`config.mk`:
```
export PLATFORM = sky130hd
export DESIGN_NAME = param_regfile
export DESIGN_NICKNAME = d
export VERILOG_FILES = /design/src/rtl/regfile_pkg.sv /design/src/rtl/regfile_clr_fsm.sv /design/src/rtl/param_regfile.sv
export SDC_FILE = /design/constraint.sdc
export NUM_CORES = 2
export LEC_CHECK = 0
export BUFFER_PORTS_ARGS = -buffer_cell sky130_fd_sc_hd__buf_2
export CORE_MARGIN = 2
export CORE_UTILIZATION = 35
export CTS_BUF_LIST = sky130_fd_sc_hd__clkbuf_8
export CTS_CLUSTER_SIZE = 30
export DETAILED_ROUTE_END_ITERATION = 8
export PLACE_DENSITY_LB_ADDON = 0.12
export SLEW_MARGIN = 0
export SYNTH_ARGS = -nofsm -noshare
export SYNTH_HDL_FRONTEND = slang
export SYNTH_SLANG_ARGS = --single-unit
```
`constraint.sdc`:
```
create_clock -name clk -period 2.38 [get_ports clk]
set_input_delay 0.119 -clock clk [delete_from_list [all_inputs] [get_ports clk]]
set_output_delay 0.119 -clock clk [all_outputs]
set_load 0.01 [all_outputs]
```
`src/rtl/regfile_pkg.sv`:
```
// Shared defaults and clear-sweep state encoding for the parameterised register file.
package regfile_pkg;
   localparam int DATA_W_DEF = 32;
   localparam int ADDR_W_DEF = 5;
   localparam int NUM_RD_DEF = 2;
   localparam int NUM_WR_DEF = 2;

   typedef enum logic {
      CLR_IDLE  = 1'b0,
      CLR_CLEAR = 1'b1
   } clr_state_e;
endpackage

```
`src/rtl/regfile_clr_fsm.sv`:
```
// Clear-sweep sequencer: walks every entry once, zeroing one per cycle.
//   state     | meaning
//   CLR_IDLE  | waiting for clr_req; busy low
//   CLR_CLEAR | zeroing entry cnt_q each cycle; busy high
module regfile_clr_fsm
   import regfile_pkg::*;
#(
   parameter int ADDR_W = ADDR_W_DEF
) (
   input  logic              clk,
   input  logic              rst_n,
   input  logic              clr_req,
   output logic              busy,
   output logic              clr_done,
   output logic [ADDR_W-1:0] clr_addr,
   output logic              clr_we
);
   localparam logic [ADDR_W-1:0] LAST   = '1;
   localparam logic [ADDR_W-1:0] PENULT = ADDR_W'(2**ADDR_W - 2);

   clr_state_e        state_q;
   logic [ADDR_W-1:0] cnt_q;
   logic              busy_q;
   logic              done_q;

   always_ff @(posedge clk or negedge rst_n) begin
      if (!rst_n) begin
         state_q <= CLR_IDLE;
         cnt_q   <= '0;
         busy_q  <= 1'b0;
         done_q  <= 1'b0;
      end else begin
         case (state_q)
            CLR_IDLE: begin
               done_q <= 1'b0;
               if (clr_req) begin
                  state_q <= CLR_CLEAR;
                  busy_q  <= 1'b1;
                  cnt_q   <= '0;
               end
            end
            CLR_CLEAR: begin
               if (cnt_q == LAST) begin
                  state_q <= CLR_IDLE;
                  busy_q  <= 1'b0;
                  cnt_q   <= '0;
                  done_q  <= 1'b0;
               end else begin
                  cnt_q  <= cnt_q + 1'b1;
                  // done is registered, so raise it one edge ahead of the final entry
                  done_q <= (cnt_q == PENULT);
               end
            end
         endcase
      end
   end

   assign busy     = busy_q;
   assign clr_done = done_q;
   assign clr_addr = cnt_q;
   assign clr_we   = busy_q;
endmodule

```
`src/rtl/param_regfile.sv`:
```
// Multi-port register file with optional hard-zero entry 0, write-to-read bypass
// and a sequential clear sweep.
module param_regfile
   import regfile_pkg::*;
#(
   parameter int DATA_W   = DATA_W_DEF,
   parameter int ADDR_W   = ADDR_W_DEF,
   parameter int NUM_RD   = NUM_RD_DEF,
   parameter int NUM_WR   = NUM_WR_DEF,
   parameter bit ZERO_REG = 1'b1,
   parameter bit BYPASS   = 1'b1
) (
   input  logic                     clk,
   input  logic                     rst_n,
   input  logic [NUM_WR-1:0]        wr_en,
   input  logic [NUM_WR*ADDR_W-1:0] w_addr,
   input  logic [NUM_WR*DATA_W-1:0] w_data,
   input  logic [NUM_RD*ADDR_W-1:0] r_addr,
   output logic [NUM_RD*DATA_W-1:0] r_data,
   input  logic                     clr_req,
   output logic                     busy,
   output logic                     clr_done
);
   localparam int DEPTH = 2**ADDR_W;

   logic [DATA_W-1:0] mem_q [DEPTH];
   logic [DATA_W-1:0] mem_d [DEPTH];
   logic [ADDR_W-1:0] clr_addr;
   logic              clr_we;

   function automatic logic writable(input logic [ADDR_W-1:0] a);
      return !(ZERO_REG && (a == '0));
   endfunction

   regfile_clr_fsm #(.ADDR_W(ADDR_W)) u_clr (
      .clk      (clk),
      .rst_n    (rst_n),
      .clr_req  (clr_req),
      .busy     (busy),
      .clr_done (clr_done),
      .clr_addr (clr_addr),
      .clr_we   (clr_we)
   );

   // Later ports overwrite earlier ones, so the highest enabled index wins a collision.
   always_comb begin
      mem_d = mem_q;
      if (clr_we) begin
         mem_d[clr_addr] = '0;
      end else begin
         for (int k = 0; k < NUM_WR; k++) begin
            if (wr_en[k] && writable(w_addr[k*ADDR_W +: ADDR_W]))
               mem_d[w_addr[k*ADDR_W +: ADDR_W]] = w_data[k*DATA_W +: DATA_W];
         end
      end
   end

   always_ff @(posedge clk or negedge rst_n) begin
      if (!rst_n) begin
         for (int i = 0; i < DEPTH; i++) mem_q[i] <= '0;
      end else begin
         mem_q <= mem_d;
      end
   end

   for (genvar i = 0; i < NUM_RD; i++) begin : g_rd
      logic [ADDR_W-1:0] ra;
      logic [DATA_W-1:0] rd;

      assign ra = r_addr[i*ADDR_W +: ADDR_W];

      always_comb begin
         rd = mem_q[ra];
         if (!writable(ra)) begin
            rd = '0;
         end else if (BYPASS && !busy) begin
            for (int k = 0; k < NUM_WR; k++) begin
               if (wr_en[k] && (w_addr[k*ADDR_W +: ADDR_W] == ra))
                  rd = w_data[k*DATA_W +: DATA_W];
            end
         end
      end

      assign r_data[i*DATA_W +: DATA_W] = rd;
   end
endmodule

```
# Yosys cells after proc, flatten, opt, wreduce, memory -nomap -nowiden
# Cells that the tools add are included.
# totals
ff_bits	1032
in_bits	89
out_inout_bits	66
wordCells	114
# classes
n_addsub	1
magnitude_cmp	8
n_eq_ne	8
muxes	37
bitwise	8
n_reduce_logical	16
# op_table
operator	n
$mux 1024	4
$bwmux 1024	2
$and 1024x1024->1024	1
$not 1024->1024	1
$demux 32 s5	3
$mux 32	15
$bmux 32 s5	2
$ge 6x6->1 const B	5
$not 5->6	5
$eq 5x5->1	4
$logic_not 5->1	4
$lt 6x1->1 const B	3
$eq 5x5->1 const B	2
$mux 5	2
$pmux 5 s2	1
$logic_and 1x1->1	9
$pmux 1 s2	3
$add 5x1->5 const B	1
$mux 1	5
$ne 2x2->1 const B	2
$logic_not 1->1	2
$reduce_and 2->1	1
$not 1->1	1

# Logic depth before layout (Yosys ltp)
# logic_depth
word_depth	11
ltp_mapped	9
depth_no_buf	7

# By module
# From an unflattened synthesis, not the netlist that was laid out.
# hier_totals
hier_cells	8077
area_unflattened_um2	75542.5
# by_module_without_submodules
mod	n_inst	cells_per_inst	area_per_inst_um2	seq_area_each_um2
param_regfile	1	8040	75138.3	25624.6
regfile_clr_fsm	1	37	404.1	200.2

# Least setup slack after synthesis
# Ideal clock, no wire load.
# synth_timing
path_type	reg-to-reg
start	reg u_clr.busy_q, in the netlist u_clr.busy
end	reg mem_q[892] (netlist name)
setup_ns	0.066
arrival_ns	1.842
required_ns	2.314
setup_slack_ns	0.472
stages_incl_launch_ff	8
n_path_buf	5
period_less_slack_ns	1.908
cell_sequence	dfrtp_1 > clkbuf_1 > inv_1 > buf_2 > clkbuf_1 > clkbuf_1 > clkbuf_1 > a22o_1
# synth_rtl
element	line	text
start: declaration	regfile_clr_fsm.sv:23	logic busy_q;
start signal: assignment	regfile_clr_fsm.sv:30	busy_q <= 1'b0;
start signal: assignment	regfile_clr_fsm.sv:38	busy_q <= 1'b1;
start signal: assignment	regfile_clr_fsm.sv:45	busy_q <= 1'b0;
end signal: assignment	param_regfile.sv:62	mem_q <= mem_d;
end: declaration	param_regfile.sv:26	logic [DATA_W-1:0] mem_q [DEPTH];

# Worst setup path in the final report
# layout_timing
start	reg u_clr.busy_q, in the netlist u_clr.busy
end	out r_data[58]
# layout_between
elab_chain_len	2
# layout_lines
element	line	text
$mux 32	param_regfile.sv:76	end else if (BYPASS && !busy) begin
$mux 32	param_regfile.sv:74	if (!writable(ra)) begin
end: declaration	param_regfile.sv:19	output logic [NUM_RD*DATA_W-1:0] r_data,
# No other way between the ends.

==> flow_summary.yaml <==
yosys:
  avgSynthCellArea_sq_um: 8.50
  synth_seq_cells: 1032
  ys_async_sr_fraction: 1.00
  synth_ff_type: "dfrtp_1"
  syn-num-nets: 8942
  synth_top_cell_by_area: "dfrtp_1"
  ys_top_cells_by_area: "dfrtp_1, o21ai_0, mux2i_1"
  synth_top_area_share: 0.343
  synth_edf_count: 0
  synth_warnings: 0
  synth_cell_types: 53
  ys_seq_area_frac: 0.343
  synthCells: 8848
  netlist_area_sq_um: 75200
final_layout:
  seq_area_sq_um: 25800
  finalNonFillerCells: 12092
  layout_commonest_cell: "o21ai_0"
  drive_gt1_frac: 0.228
  area_growth_pct: 25.0
  final_cell_mix: "o21ai_0, dfrtp_1, a21oi_1"
  nets: 9173
  fillers: 20443
  multiInputGateArea_sq_um: 47100
place:
  place.gp.congestion: 0.945
  io_buffers: 154
  hpwl_mm: 276
  place_ws_ns: -0.467
  dp.cells: 11560
power:
  ir_drop_mv: 0.860
  p_per_area_nw_per_um2: 840
  power.leakage_uw: 0.0367
  finalPower_uw: 79000
drt:
  wl_mm: 429
  drtAntennaViolNets: 0
  drtPass1Iterations: 7
  drt_iter0_drc: 11072
  wire_per_inst_um: 35.5
  num_vias: 82147
  viasPerCell: 6.79
  drcViolationCount: 0
timing:
  tightest_slew_ns: 1.21
  rsz0062_at_grt: "yes"
  period_share: 1.34
  slew_headroom: 0.184
  setup_violations: 86
  setup_ws_ns: -0.808
  fmax_ghz: 0.314
  whs_ns: 0.0659
  layout_min_cycle_time_ns: 3.19
  finalHoldViolCount: 0
  finalMaxSlewViolations: 0
  skew_ns: 0.0425
hold_path:
  hold_depth: 6
  hold_path.class: "in2reg"
worst_setup_path:
  worstPathMaxFanout: 10
  critPathLaunchType: "flip-flop"
  path_class: "reg2out"
  cp.required_ns: 2.26
  cp.arrival_ns: 3.07
  end_kind: "primary output"
  reg2reg_depth: 11
cts:
  path_clk_slew_ns: 0.06
  insertion_delay_ns: 1.03
  htreeDepth: 4
  cts_buffers: 201
  numClockSinks: 1032
  ctsRootBufferMaster: "clkbuf_8"
  tritoncts: "yes"
  clockBufferDepth: 3
global_route:
  grt_overflow: 0
  grt_use_total: 0.376
  grt_max_degree: 101
  antenna_found_initial: 31
  grt_pass1_wl_mm: 595
  grt_pass1_vias: 78019
floorplanning:
  die_area_sq_um: 219000
  io_pins: 155
  die_w_um: 468
  initial_core_util: 0.351
  fp-row-count: 170
  core-area_sq_um: 214000
  fp.dieH_um: 468
job:
  cap_violations: 0
status:
  violations: "negative setup slack"
  status: "finished with violations"
[power breakdown]
part	leakage, uW	internal, uW	total, uW	switching (uW)
Sequential	0.0143	21000	24800	3740
Clock	0.00238	10100	19200	9090
Combinational	0.0200	13200	35000	21800
[final timing paths]
path | from | end | slack, ns
min | w_addr[7] | mem_q[272] | 0.07
min reg2reg | mem_q[578] | mem_q[578] | 0.51
min in group asynchronous | rst_n | mem_q[717] | 0.45
max in group asynchronous | rst_n | mem_q[787] | 1.15
max | u_clr.busy | r_data[58] | -0.81
max reg2reg | u_clr.busy | mem_q[395] | -0.05
[synth_stat cells, types with 3 or more instances]
library cell,n
xnor2_1,12
a21oi_1,912
a22o_1,194
nand4bb_1,4
dfrtp_1,1032
o22ai_1,64
nor2b_1,6
buf_2,161
nand4_1,3
and3_1,3
a221o_1,32
buf_1,75
and4_1,32
mux2i_1,737
a31oi_1,80
nor4_1,3
mux2_2,32
o32ai_1,64
nand2b_1,15
or2_2,41
ha_1,5
clkbuf_1,913
nor3_1,82
o2bb2ai_1,39
mux4_2,256
o21ai_0,1481
nand2_1,877
o31ai_1,753
and2_1,34
nor2_1,234
nand3_1,141
nand3b_1,6
nor2_2,4
nand4b_1,3
inv_1,75
buf_6,3
a22oi_1,256
a32o_1,8
buf_4,21
o21ai_1,127
nor3_2,6
xor2_1,8
[flip-flops by register name (all words and copies together), names as in the netlist]
signal	flops
u_clr.busy	1
u_clr.clr_done	1
mem_q	1024
u_clr.clr_addr	5
u_clr.state_q	1
[cell families (layout without fill, tap and decap cells)]
kind of cell | after synthesis | count (layout) | share of synthesized area
other | 0 | 16 | 0
flip-flops | 1032 | 1032 | 0.343
AND/OR/NAND/NOR | 1507 | 1507 | 0.0871
XOR/XNOR | 20 | 20 | 0.00233
adder cells (fa/ha/maj) | 5 | 5 | 0.000832
multiplexers | 1025 | 1025 | 0.180
buffers and inverters | 1248 | 1638 | 0.0663
AO/OA/AOI/OAI | 4011 | 4011 | 0.320
[critical path, cell delays in order, from the launching register on]
cell     delay, ns
dfrtp_4       0.45
inv_8         0.07
a41oi_2       0.17
buf_4         0.14
o21ai_4       0.05
buf_12        0.15
buf_4         0.16
o32ai_1       0.58
buf_2         0.25
[routing by layer]
metal	up-vias	global-route usage	wire, um
met4	10	0.229	29900
met2	5683	0.554	185000
met1	41226	0.487	166000
met5	-	0.00571	225
met3	1427	0.105	48800
li1	33801	-	-
[timing repair]
action                     in CTS  in global routing
pin swaps                     100                106
buffers inserted               60                 34
hold buffers                   85                  0
setup endpoints to repair      65                 81
resized for setup             284                161
hold endpoints to repair     2018                  0
gates cloned                    3                  8
[metrics by stage]
step            util  cell area, sq um  setup TNS [ns]
3_3_place_gp   0.402             86000          -24.27
4_1_cts        0.434             93000          -43.62
5_1_grt        0.439             94000          -41.69
3_5_place_dp   0.402             86000          -20.77
6_report       0.439             94000          -40.84
2_1_floorplan      -             75200               0
[final cells by class]
type / count / area share
clock inverter: 95 / 0.00500
timing repair buffer: 1201 / 0.140
multi-input combinational: 6568 / 0.500
tap: 2838 / 0.0378
clock buffer: 267 / 0.0391
sequential: 1032 / 0.275
antenna: 16 / 0.000426
inverter: 75 / 0.00307
Note: power is estimated with default switching activity, not from simulation.
